## src/rtl/config_pkg.sv

```systemverilog
// Core configuration, RV32 opcode constants, ID/EX payload and immediate decoder.
package config_pkg;

    typedef struct packed {
        int unsigned XLEN;
    } config_t;

    localparam int unsigned XLEN_DEF = 32;
    localparam int unsigned ILEN     = 32;
    localparam int unsigned REG_AW   = 5;
    localparam int unsigned NREGS    = 32;

    localparam config_t DEFAULT_CONF = '{XLEN: XLEN_DEF};

    localparam logic [6:0] OPC_LUI    = 7'b0110111;
    localparam logic [6:0] OPC_AUIPC  = 7'b0010111;
    localparam logic [6:0] OPC_JAL    = 7'b1101111;
    localparam logic [6:0] OPC_BRANCH = 7'b1100011;
    localparam logic [6:0] OPC_STORE  = 7'b0100011;
    localparam logic [6:0] OPC_OP     = 7'b0110011;

    typedef struct packed {
        logic [XLEN_DEF-1:0] pc;
        logic [ILEN-1:0]     instr;
        logic [XLEN_DEF-1:0] rs1_val;
        logic [XLEN_DEF-1:0] rs2_val;
        logic [REG_AW-1:0]   rd;
        logic [XLEN_DEF-1:0] imm;
    } id_ex_t;

    // Sign-extended immediate by format; OP has none, everything unlisted is I-type.
    function automatic logic [31:0] decode_imm(input logic [ILEN-1:0] i);
        logic [31:0] imm;
        case (i[6:0])
            OPC_OP:              imm = 32'd0;
            OPC_LUI, OPC_AUIPC:  imm = {i[31:12], 12'd0};
            OPC_JAL:             imm = {{11{i[31]}}, i[31], i[19:12], i[20], i[30:21], 1'b0};
            OPC_BRANCH:          imm = {{19{i[31]}}, i[31], i[7], i[30:25], i[11:8], 1'b0};
            OPC_STORE:           imm = {{20{i[31]}}, i[31:25], i[11:7]};
            default:             imm = {{20{i[31]}}, i[31:20]};
        endcase
        return imm;
    endfunction

endpackage

```

## src/rtl/core_scoreboard.sv

```systemverilog
// Pending-destination scoreboard with hazard lookup; a same-cycle retire clears the hazard.
module core_scoreboard
    import config_pkg::*;
(
    input  logic              clk,
    input  logic              rst_n,
    input  logic              set_i,
    input  logic [REG_AW-1:0] set_addr_i,
    input  logic              clr_i,
    input  logic [REG_AW-1:0] clr_addr_i,
    input  logic              rs1_en_i,
    input  logic [REG_AW-1:0] rs1_i,
    input  logic              rs2_en_i,
    input  logic [REG_AW-1:0] rs2_i,
    input  logic              rd_en_i,
    input  logic [REG_AW-1:0] rd_i,
    output logic              hazard_c_o
);

    logic [NREGS-1:0] pend_q, pend_d;

    function automatic logic busy(input logic [NREGS-1:0] pend, input logic [REG_AW-1:0] a,
                                  input logic clr, input logic [REG_AW-1:0] clr_a);
        return (a != '0) && pend[a] && !(clr && (clr_a == a));
    endfunction

    // Clear first so that a coincident set on the same register wins.
    always_comb begin
        pend_d = pend_q;
        if (clr_i) pend_d[clr_addr_i] = 1'b0;
        if (set_i) pend_d[set_addr_i] = 1'b1;
        pend_d[0] = 1'b0;
    end

    assign hazard_c_o = (rs1_en_i && busy(pend_q, rs1_i, clr_i, clr_addr_i))
                     || (rs2_en_i && busy(pend_q, rs2_i, clr_i, clr_addr_i))
                     || (rd_en_i  && busy(pend_q, rd_i,  clr_i, clr_addr_i));

    always_ff @(posedge clk or negedge rst_n) begin
        if (!rst_n) pend_q <= '0;
        else        pend_q <= pend_d;
    end

endmodule

```

## src/rtl/core_id_stage.sv

```systemverilog
// Decode/operand stage: ID latch, regfile read with writeback bypass, scoreboard stall, ID/EX register.
// Optional: define CORE_ID_IMM_EN to decode and register the immediate onto out_imm.
module core_id_stage
    import config_pkg::*;
#(
    parameter config_t CONF = DEFAULT_CONF
) (
    input  logic                 clk,
    input  logic                 rst_n,
    input  logic                 in_valid,
    output logic                 in_ready,
    input  logic [ILEN-1:0]      in_instr,
    input  logic [CONF.XLEN-1:0] in_pc,
    output logic [REG_AW-1:0]    rf_a0,
    output logic [REG_AW-1:0]    rf_a1,
    input  logic [CONF.XLEN-1:0] rf_rd0,
    input  logic [CONF.XLEN-1:0] rf_rd1,
    input  logic                 wb_valid,
    input  logic                 wb_we,
    input  logic [REG_AW-1:0]    wb_addr,
    input  logic [CONF.XLEN-1:0] wb_data,
    input  logic                 flush,
    output logic                 out_valid,
    input  logic                 out_ready,
    output logic [CONF.XLEN-1:0] out_pc,
    output logic [ILEN-1:0]      out_instr,
    output logic [CONF.XLEN-1:0] out_rs1_val,
    output logic [CONF.XLEN-1:0] out_rs2_val,
    output logic [REG_AW-1:0]    out_rd,
    output logic [CONF.XLEN-1:0] out_imm
);

    localparam int unsigned XLEN = CONF.XLEN;

    logic            id_valid_q, id_valid_d;
    logic [ILEN-1:0] id_instr_q, id_instr_d;
    logic [XLEN-1:0] id_pc_q, id_pc_d;
    logic            out_valid_q, out_valid_d;
    id_ex_t          id_ex_q, id_ex_d;

    logic [6:0]        opcode;
    logic [REG_AW-1:0] rs1, rs2, rd;
    logic              rs1_used, rs2_used, writes_rd;
    logic              hazard_c, id_adv;
    logic [XLEN-1:0]   rs1_val, rs2_val;

    assign opcode = id_instr_q[6:0];
    assign rs1    = id_instr_q[19:15];
    assign rs2    = id_instr_q[24:20];
    assign rd     = id_instr_q[11:7];
    assign rf_a0  = rs1;
    assign rf_a1  = rs2;

    assign rs1_used  = !((opcode == OPC_LUI) || (opcode == OPC_AUIPC) || (opcode == OPC_JAL));
    assign rs2_used  = (opcode == OPC_OP) || (opcode == OPC_STORE) || (opcode == OPC_BRANCH);
    assign writes_rd = !((opcode == OPC_STORE) || (opcode == OPC_BRANCH)) && (rd != '0);

    assign rs1_val = (wb_valid && wb_we && (wb_addr == rs1) && (rs1 != '0)) ? wb_data : rf_rd0;
    assign rs2_val = (wb_valid && wb_we && (wb_addr == rs2) && (rs2 != '0)) ? wb_data : rf_rd1;

    core_scoreboard u_sb (
        .clk        (clk),
        .rst_n      (rst_n),
        .set_i      (id_adv && writes_rd),
        .set_addr_i (rd),
        .clr_i      (wb_valid),
        .clr_addr_i (wb_addr),
        .rs1_en_i   (rs1_used),
        .rs1_i      (rs1),
        .rs2_en_i   (rs2_used),
        .rs2_i      (rs2),
        .rd_en_i    (writes_rd),
        .rd_i       (rd),
        .hazard_c_o (hazard_c)
    );

    assign id_adv   = id_valid_q && !hazard_c && (!out_valid_q || out_ready) && !flush;
    assign in_ready = !id_valid_q || id_adv;

    // ID latch; anything presented during a flush is dropped.
    always_comb begin
        id_valid_d = id_valid_q;
        id_instr_d = id_instr_q;
        id_pc_d    = id_pc_q;
        if (flush) begin
            id_valid_d = 1'b0;
        end else if (in_valid && in_ready) begin
            id_valid_d = 1'b1;
            id_instr_d = in_instr;
            id_pc_d    = in_pc;
        end else if (id_adv) begin
            id_valid_d = 1'b0;
        end
    end

    // ID/EX register: load on advance, drain on out_ready, hold under backpressure.
    always_comb begin
        out_valid_d = out_valid_q;
        id_ex_d     = id_ex_q;
        if (flush) begin
            out_valid_d = 1'b0;
        end else if (id_adv) begin
            out_valid_d     = 1'b1;
            id_ex_d.pc      = XLEN_DEF'(id_pc_q);
            id_ex_d.instr   = id_instr_q;
            id_ex_d.rs1_val = XLEN_DEF'(rs1_val);
            id_ex_d.rs2_val = XLEN_DEF'(rs2_val);
            id_ex_d.rd      = writes_rd ? rd : '0;
`ifdef CORE_ID_IMM_EN
            id_ex_d.imm     = XLEN_DEF'(decode_imm(id_instr_q));
`else
            id_ex_d.imm     = '0;
`endif
        end else if (out_ready) begin
            out_valid_d = 1'b0;
        end
    end

    always_ff @(posedge clk or negedge rst_n) begin
        if (!rst_n) begin
            id_valid_q  <= 1'b0;
            id_instr_q  <= '0;
            id_pc_q     <= '0;
            out_valid_q <= 1'b0;
            id_ex_q     <= '0;
        end else begin
            id_valid_q  <= id_valid_d;
            id_instr_q  <= id_instr_d;
            id_pc_q     <= id_pc_d;
            out_valid_q <= out_valid_d;
            id_ex_q     <= id_ex_d;
        end
    end

    assign out_valid   = out_valid_q;
    assign out_pc      = XLEN'(id_ex_q.pc);
    assign out_instr   = id_ex_q.instr;
    assign out_rs1_val = XLEN'(id_ex_q.rs1_val);
    assign out_rs2_val = XLEN'(id_ex_q.rs2_val);
    assign out_rd      = id_ex_q.rd;
`ifdef CORE_ID_IMM_EN
    assign out_imm     = XLEN'(id_ex_q.imm);
`else
    assign out_imm     = '0;
`endif

endmodule

```

## config.mk

```make
export PLATFORM = sky130hd
export DESIGN_NAME = core_id_stage
export DESIGN_NICKNAME = d
export VERILOG_FILES = /design/src/rtl/config_pkg.sv /design/src/rtl/core_scoreboard.sv /design/src/rtl/core_id_stage.sv
export SDC_FILE = /design/constraint.sdc
export NUM_CORES = 1
export LEC_CHECK = 0
export BUFFER_PORTS_ARGS = -buffer_cell sky130_fd_sc_hd__buf_2
export CORE_MARGIN = 2
export CORE_UTILIZATION = 52
export CTS_CLUSTER_DIAMETER = 120
export DETAILED_ROUTE_END_ITERATION = 8
export PLACE_DENSITY = 0.81
export SETUP_SLACK_MARGIN = 0.1
export SYNTH_ARGS = -nofsm -noshare
export SYNTH_HDL_FRONTEND = slang
export SYNTH_SLANG_ARGS = --single-unit
```

## constraint.sdc

```tcl
create_clock -name clk -period 2.9 [get_ports clk]
set_input_delay 0.435 -clock clk [delete_from_list [all_inputs] [get_ports clk]]
set_output_delay 0.435 -clock clk [all_outputs]
set_load 0.05 [all_outputs]
```

* Word-level counts from Yosys, hierarchy flattened
Cells that the tools add are included.
** Cells by class
- Reductions and logical operators :: 50
- Bitwise gates (word level) :: 4
- Mux-type cells :: 21
- Eq/ne operators :: 9
- Magnitude comparators :: 6
** Operators by type and width (count)
- $mux 32 :: 4
- $and 32x32->32 :: 1
- $not 32->32 :: 1
- $or 32x32->32 :: 1
- $logic_and 1x1->1 :: 25
- $lt 5x6->1 const B :: 4
- $eq 7x6->1 const B :: 3
- $bmux 1 s5 :: 3
- $eq 5x5->1 :: 3
- $reduce_bool 5->1 :: 3
- $eq 7x7->1 const B :: 2
- $mux 1 :: 11
- $demux 1 s5 :: 2
- $ge 5x1->1 const B :: 2
- $logic_not 1->1 :: 9
- $logic_or 1x1->1 :: 9
- $eq 7x5->1 const B :: 1
- $reduce_bool 3->1 :: 2
- $mux 5 :: 1
- $reduce_and 2->1 :: 2
- $not 1->1 :: 1
** Word-level totals
- Bits of input ports :: 172
- Output and inout bits :: 177
- Bits in registers :: 230
- Word-level logic and storage cells :: 100

* Logic depth before layout (Yosys ltp)
- Depth in word-level cells :: 15
- Gate-level depth with buffers :: 11
- Mapped depth without buffers :: 7

* Modules after synthesis
A second synthesis with hierarchy kept.
** Second synthesis, totals
- Cells, all modules :: 831
- Area total of the unflattened synthesis :: 10904.2 um^2
** Modules (own cells, without submodules)
- core_id_stage :: area each 8597.0 um^2, seq. area each 4979.8 um^2, times used 1, cells each 624
- core_scoreboard :: area each 2307.2 um^2, seq. area each 775.7 um^2, times used 1, cells each 207

* Least setup slack after synthesis
Ideal clock, no wire load.
- Path kind :: register to output
- Start :: register id_instr_q[15]
- End :: output port in_ready
- Cell stages (with the launch flop) :: 11
- Slack :: -46 ps
- Arrival :: 2511 ps
- Path buffers :: 3
- Required time :: 2465 ps
- Cells stage by stage :: dfrtp_1 > buf_6 > mux4_2 > nor4bb_1 > nor4_1 > o211a_2 > a22oi_4 > nand4_1 > buf_4 > buf_2 > nand2_1
** Between the ends
- Word-level cells in the longest chain between the ends :: 12
- Elaborated cells between the ends (all ways) :: 16
- Those cells by class :: eq/ne: 1; mux: 2; reduce/logical: 13
** Ends and longest elaborated chain
- from (decl) :: line core_id_stage.sv:36 : logic [ILEN-1:0] id_instr_q, id_instr_d;
- from (signal assigned) :: line core_id_stage.sv:128 : id_instr_q <= id_instr_d;
- $bmux 1 s5 / $eq 5x5->1 (equally long branches) :: line core_scoreboard.sv:24 : return (a != '0) && pend[a] && !(clr && (clr_a == a));
- $mux 1 (implied by the code) / $logic_and 1x1->1 (equally long branches) :: line core_scoreboard.sv:24
- $logic_and 1x1->1 / $logic_not 1->1 (equally long branches) :: line core_scoreboard.sv:24
- $logic_and 1x1->1 * :: line core_scoreboard.sv:24
- $logic_and 1x1->1 * :: line core_scoreboard.sv:35 : assign hazard_c_o = (rs1_en_i && busy(pend_q, rs1_i, clr_i, clr_addr_i))
- $logic_or 1x1->1 * :: line core_scoreboard.sv:36 : || (rs2_en_i && busy(pend_q, rs2_i, clr_i, clr_addr_i))
- $logic_or 1x1->1 * :: line core_scoreboard.sv:37 : || (rd_en_i && busy(pend_q, rd_i, clr_i, clr_addr_i));
- $logic_not 1->1 * :: line core_id_stage.sv:77 : assign id_adv = id_valid_q && !hazard_c && (!out_valid_q || out_ready) && !flush;
- $logic_and 1x1->1 * (3 in a row) :: line core_id_stage.sv:77
- $logic_or 1x1->1 * :: line core_id_stage.sv:78 : assign in_ready = !id_valid_q || id_adv;
- to (decl) :: line core_id_stage.sv:11 : output logic in_ready,
Every way passes the cells marked *; elsewhere a longest branch is shown, timed or not. The select of a mux whose other input is x is not followed.

* Worst setup path after layout
Same ends and word-level chain as after synthesis.

==> impl_metrics.py <==
metrics = {
    "outcome": {
        "status": "finished with violations",
        "violations": "negative setup slack",
    },
    "cells_and_area": {
        "instances_no_fill": 1492,
        "final_nets": 1369,
        "final_layout_size_suffix_gt1_share_pct": 64.6,
        "area_growth_pct": 43.0,
    },
    "grt": {
        "antenna_found_initial": 4,
        "overflow": 0,
        "grt_start_max_net_pins": 85,
        "grtUsageTotal_pct": 26.6,
        "grt_pass1_vias": 8590,
        "grt_pass1_wl_um": 47000,
    },
    "setup_path": {
        "path_cells": "mux4_2 -> nor4bb_1 -> nor4_1 -> o211a_2 -> a22oi_4 -> nand4_1 -> buf_12 -> nand2_4 -> buf_8",
        "cp_top_family": "simple AND/OR/NAND/NOR gates",
        "r2r_slack_ns": -0.25,
        "cp-startpoint": "id_instr_q[15]$_DFFE_PN0P_",
        "timing.critical_path.to": "in_ready",
        "r2r_cells": 13,
        "end_kind": "output pin",
        "crit_type": "reg -> out",
        "cp_num_cells": 9,
        "critPathMaxFanout": 4,
        "crit_path_top_delay_cell": "mux4_2",
        "path_buf_inv": 2,
        "worstPathRequired_ns": 2.47,
        "worst_setup_path_start_kind": "flop",
        "slowest_delay_ns": 0.54,
        "r2r_end": "out_instr[22]$_DFFE_PN0P_",
        "worstReg2RegStart": "id_instr_q[15]$_DFFE_PN0P_",
        "cp.arrival_ns": 2.81,
    },
    "drt": {
        "met2_length_um": 20200,
        "met3_length_um": 3210,
        "drtIter0Drc": 654,
        "wl_per_cell_um": 26.2,
        "drc_errors": 0,
        "wl_met1_um": 14000,
        "dr.pass1.iters": 5,
        "vias": 8949,
        "highest-signal-layer": "met5",
        "drtAntennaViolNets": 0,
        "via_per_inst": 6.00,
        "routed_wl_um": 39100,
    },
    "hold_path": {
        "hold_class": "in -> reg",
    },
    "place": {
        "dp.final_hpwl_um": 22100,
        "place_ws_ns": 0.00923,
        "gp_congestion": 0.958,
        "io_buffer_count": 316,
        "place_inst": 1394,
    },
    "timing": {
        "slew_viol_final": 0,
        "slew_headroom_pct": 46.2,
        "final-hold-violation-count": 0,
        "setup_ws_ns": -0.344,
        "fin_crit_sh_pct": 112,
        "rsz0062_at_grt": "true",
        "fin_crit_ns": 3.24,
        "finalSetupViolations": 229,
        "holdWs_ns": 0.110,
        "fin_skew_ns": 0.0213,
        "tightestPinTransition_ns": 0.805,
        "max_freq_mhz": 308,
    },
    "yosys": {
        "ys_ff_latch": 230,
        "yosysWarnings": 0,
        "netlist_instances": 819,
        "syn_area_um2": 11300,
        "synthDistinctLibCells": 52,
        "synth_seq_area_share_pct": 51.1,
        "avgSynthCellArea_um2": 13.7,
    },
    "floorplanning": {
        "fp-row-count": 53,
        "die_w_um": 151,
        "core-area_um2": 21200,
        "start_util_pct": 53.2,
        "die_area_um2": 22800,
        "ios": 349,
        "die_h_um": 151,
    },
    "clock_network": {
        "clk_pin_slew_ns": 0.06,
        "clock_latency_ns": 0.54,
        "cts_buffers": 25,
        "clock_path_buffers": 3,
        "cts_tree": "built",
        "cts-root-buf": "clkbuf_16",
        "htree_levels": 1,
        "cts_sinks": 230,
    },
    "power_and_ir_drop": {
        "powerDensity_nw_per_um2": 1360,
        "finalPower_mw": 21.9,
        "p_leak_nw": 8.32,
        "vdd_drop_max_v": 0.00126,
    },
    "flow_run": {
        "max_cap_violations": 0,
    },
}
[metrics by stage]
stage	instance area [um2]	utilization (%)	TNS (ns)
global route	16100	76.1	-67.81
floorplan	11400	-	0
global placement	13200	62.3	0
detailed placement	13200	62.3	0
finish	16100	76.1	-41.63
CTS	14300	67.6	-12.15
[power breakdown]
| part | switching, mW | total, mW | internal, mW |
|---|---|---|---|
| clock network | 1.35 | 3.23 | 1.88 |
| logic | 7.37 | 12.5 | 5.10 |
| registers | 1.34 | 6.18 | 4.83 |
| total | 10.1 | 21.9 | 11.8 |
[state kept, by name (all words and copies together) (netlist names)]
register     cells
out_instr       32
out_pc          32
id_pc_q         32
out_valid        1
out_rd           5
u_sb.pend_q     31
out_rs1_val     32
out_rs2_val     32
id_valid_q       1
id_instr_q      32
[cells by family after synthesis]
logic type,synth area share (%)
buf+inv,6.56
flops,51.1
simple gates,4.02
other cells,0.0333
mux,30.5
xor+xnor,1.17
compound gates,6.61
[cells in the final DEF, fill, tap and decap left out, types with 7 or more instances in the layout]
master / instances
buf_8: 12
buf_2: 314
clkbuf_16: 43
nand3b_1: 10
conb_1: 32
dfrtp_1: 225
buf_4: 39
o41ai_2: 13
nand3_1: 9
o41ai_4: 18
buf_12: 22
mux4_2: 12
xor2_1: 10
buf_6: 7
clkbuf_8: 8
mux2i_1: 19
o21ai_0: 33
mux2_2: 83
inv_1: 8
mux2_4: 174
nand2_1: 16
nor2_1: 14
[synthesized netlist by cell type (all sizes together)]
cell type,n,area share (%)
a211oi,2,0.13
a21oi,2,0.089
a221oi,1,0.078
a22oi,2,0.30
a311o,1,0.089
a311oi,1,0.078
a31o,1,0.078
a31oi,2,0.11
a41oi,1,0.24
and3,1,0.056
and4b,1,0.089
buf,76,5.5
clkbuf,22,0.73
conb,1,0.033
dfrtp,230,51
inv,9,0.30
mux2,263,26
mux2i,20,1.8
mux4,12,2.4
nand2,17,0.57
nand2b,1,0.056
nand3,9,0.40
nand3b,10,0.67
nand4,2,0.11
nand4b,2,0.16
nor2,14,0.47
nor2b,3,0.17
nor3,7,0.31
nor4,2,0.11
nor4b,2,0.16
nor4bb,1,0.089
o211a,1,0.089
o211ai,2,0.13
o21ai,35,1.6
o221ai,1,0.078
o22ai,5,0.33
o31ai,1,0.067
o32ai,1,0.078
o41ai,31,3.1
or3,3,0.17
or3b,5,0.39
or4,1,0.067
xnor2,5,0.39
xor2,10,0.78
[timing repair]
action,in CTS,in global routing
cloned,2,25
hold buffers,1,0
hold endpoints to repair,80,0
pin swaps,9,9
resized for setup,42,247
setup buffers,9,18
endpoints found under the setup margin,104,229
[metal layers]
| metal | GRT usage [%] | vias to the layer above |
|---|---|---|
| li1 | - | 3707 |
| met1 | 33.1 | 4548 |
| met2 | 45.3 | 561 |
| met3 | 6.81 | 131 |
| met4 | 9.25 | 2 |
| met5 | 0 | - |
[worst min path at each step]
stage	startpoint	end	cells past startpoint
CTS	flush	out_valid$_DFFE_PN0P_	2
detailed placement	rst_n	id_instr_q[31]$_DFFE_PN0P_	1
finish	in_instr[12]	id_instr_q[12]$_DFFE_PN0P_	2
floorplan	rst_n	id_instr_q[0]$_DFFE_PN0P_	0
global placement	id_pc_q[28]$_DFFE_PN0P_	out_pc[28]$_DFFE_PN0P_	1
global route	in_instr[12]	id_instr_q[12]$_DFFE_PN0P_	2
[layout make-up]
class / count / area [um2]
Fill cell: 1217 / 5060
Tap cell: 275 / 344
Timing Repair Buffer: 418 / 3160
Multi-Input combinational cell: 513 / 5960
Clock buffer: 39 / 758
Inverter: 9 / 33.8
Antenna cell: 4 / 10.0
Sequential cell: 230 / 5760
Clock inverter: 4 / 62.6
(Power assumes the default switching activity.)
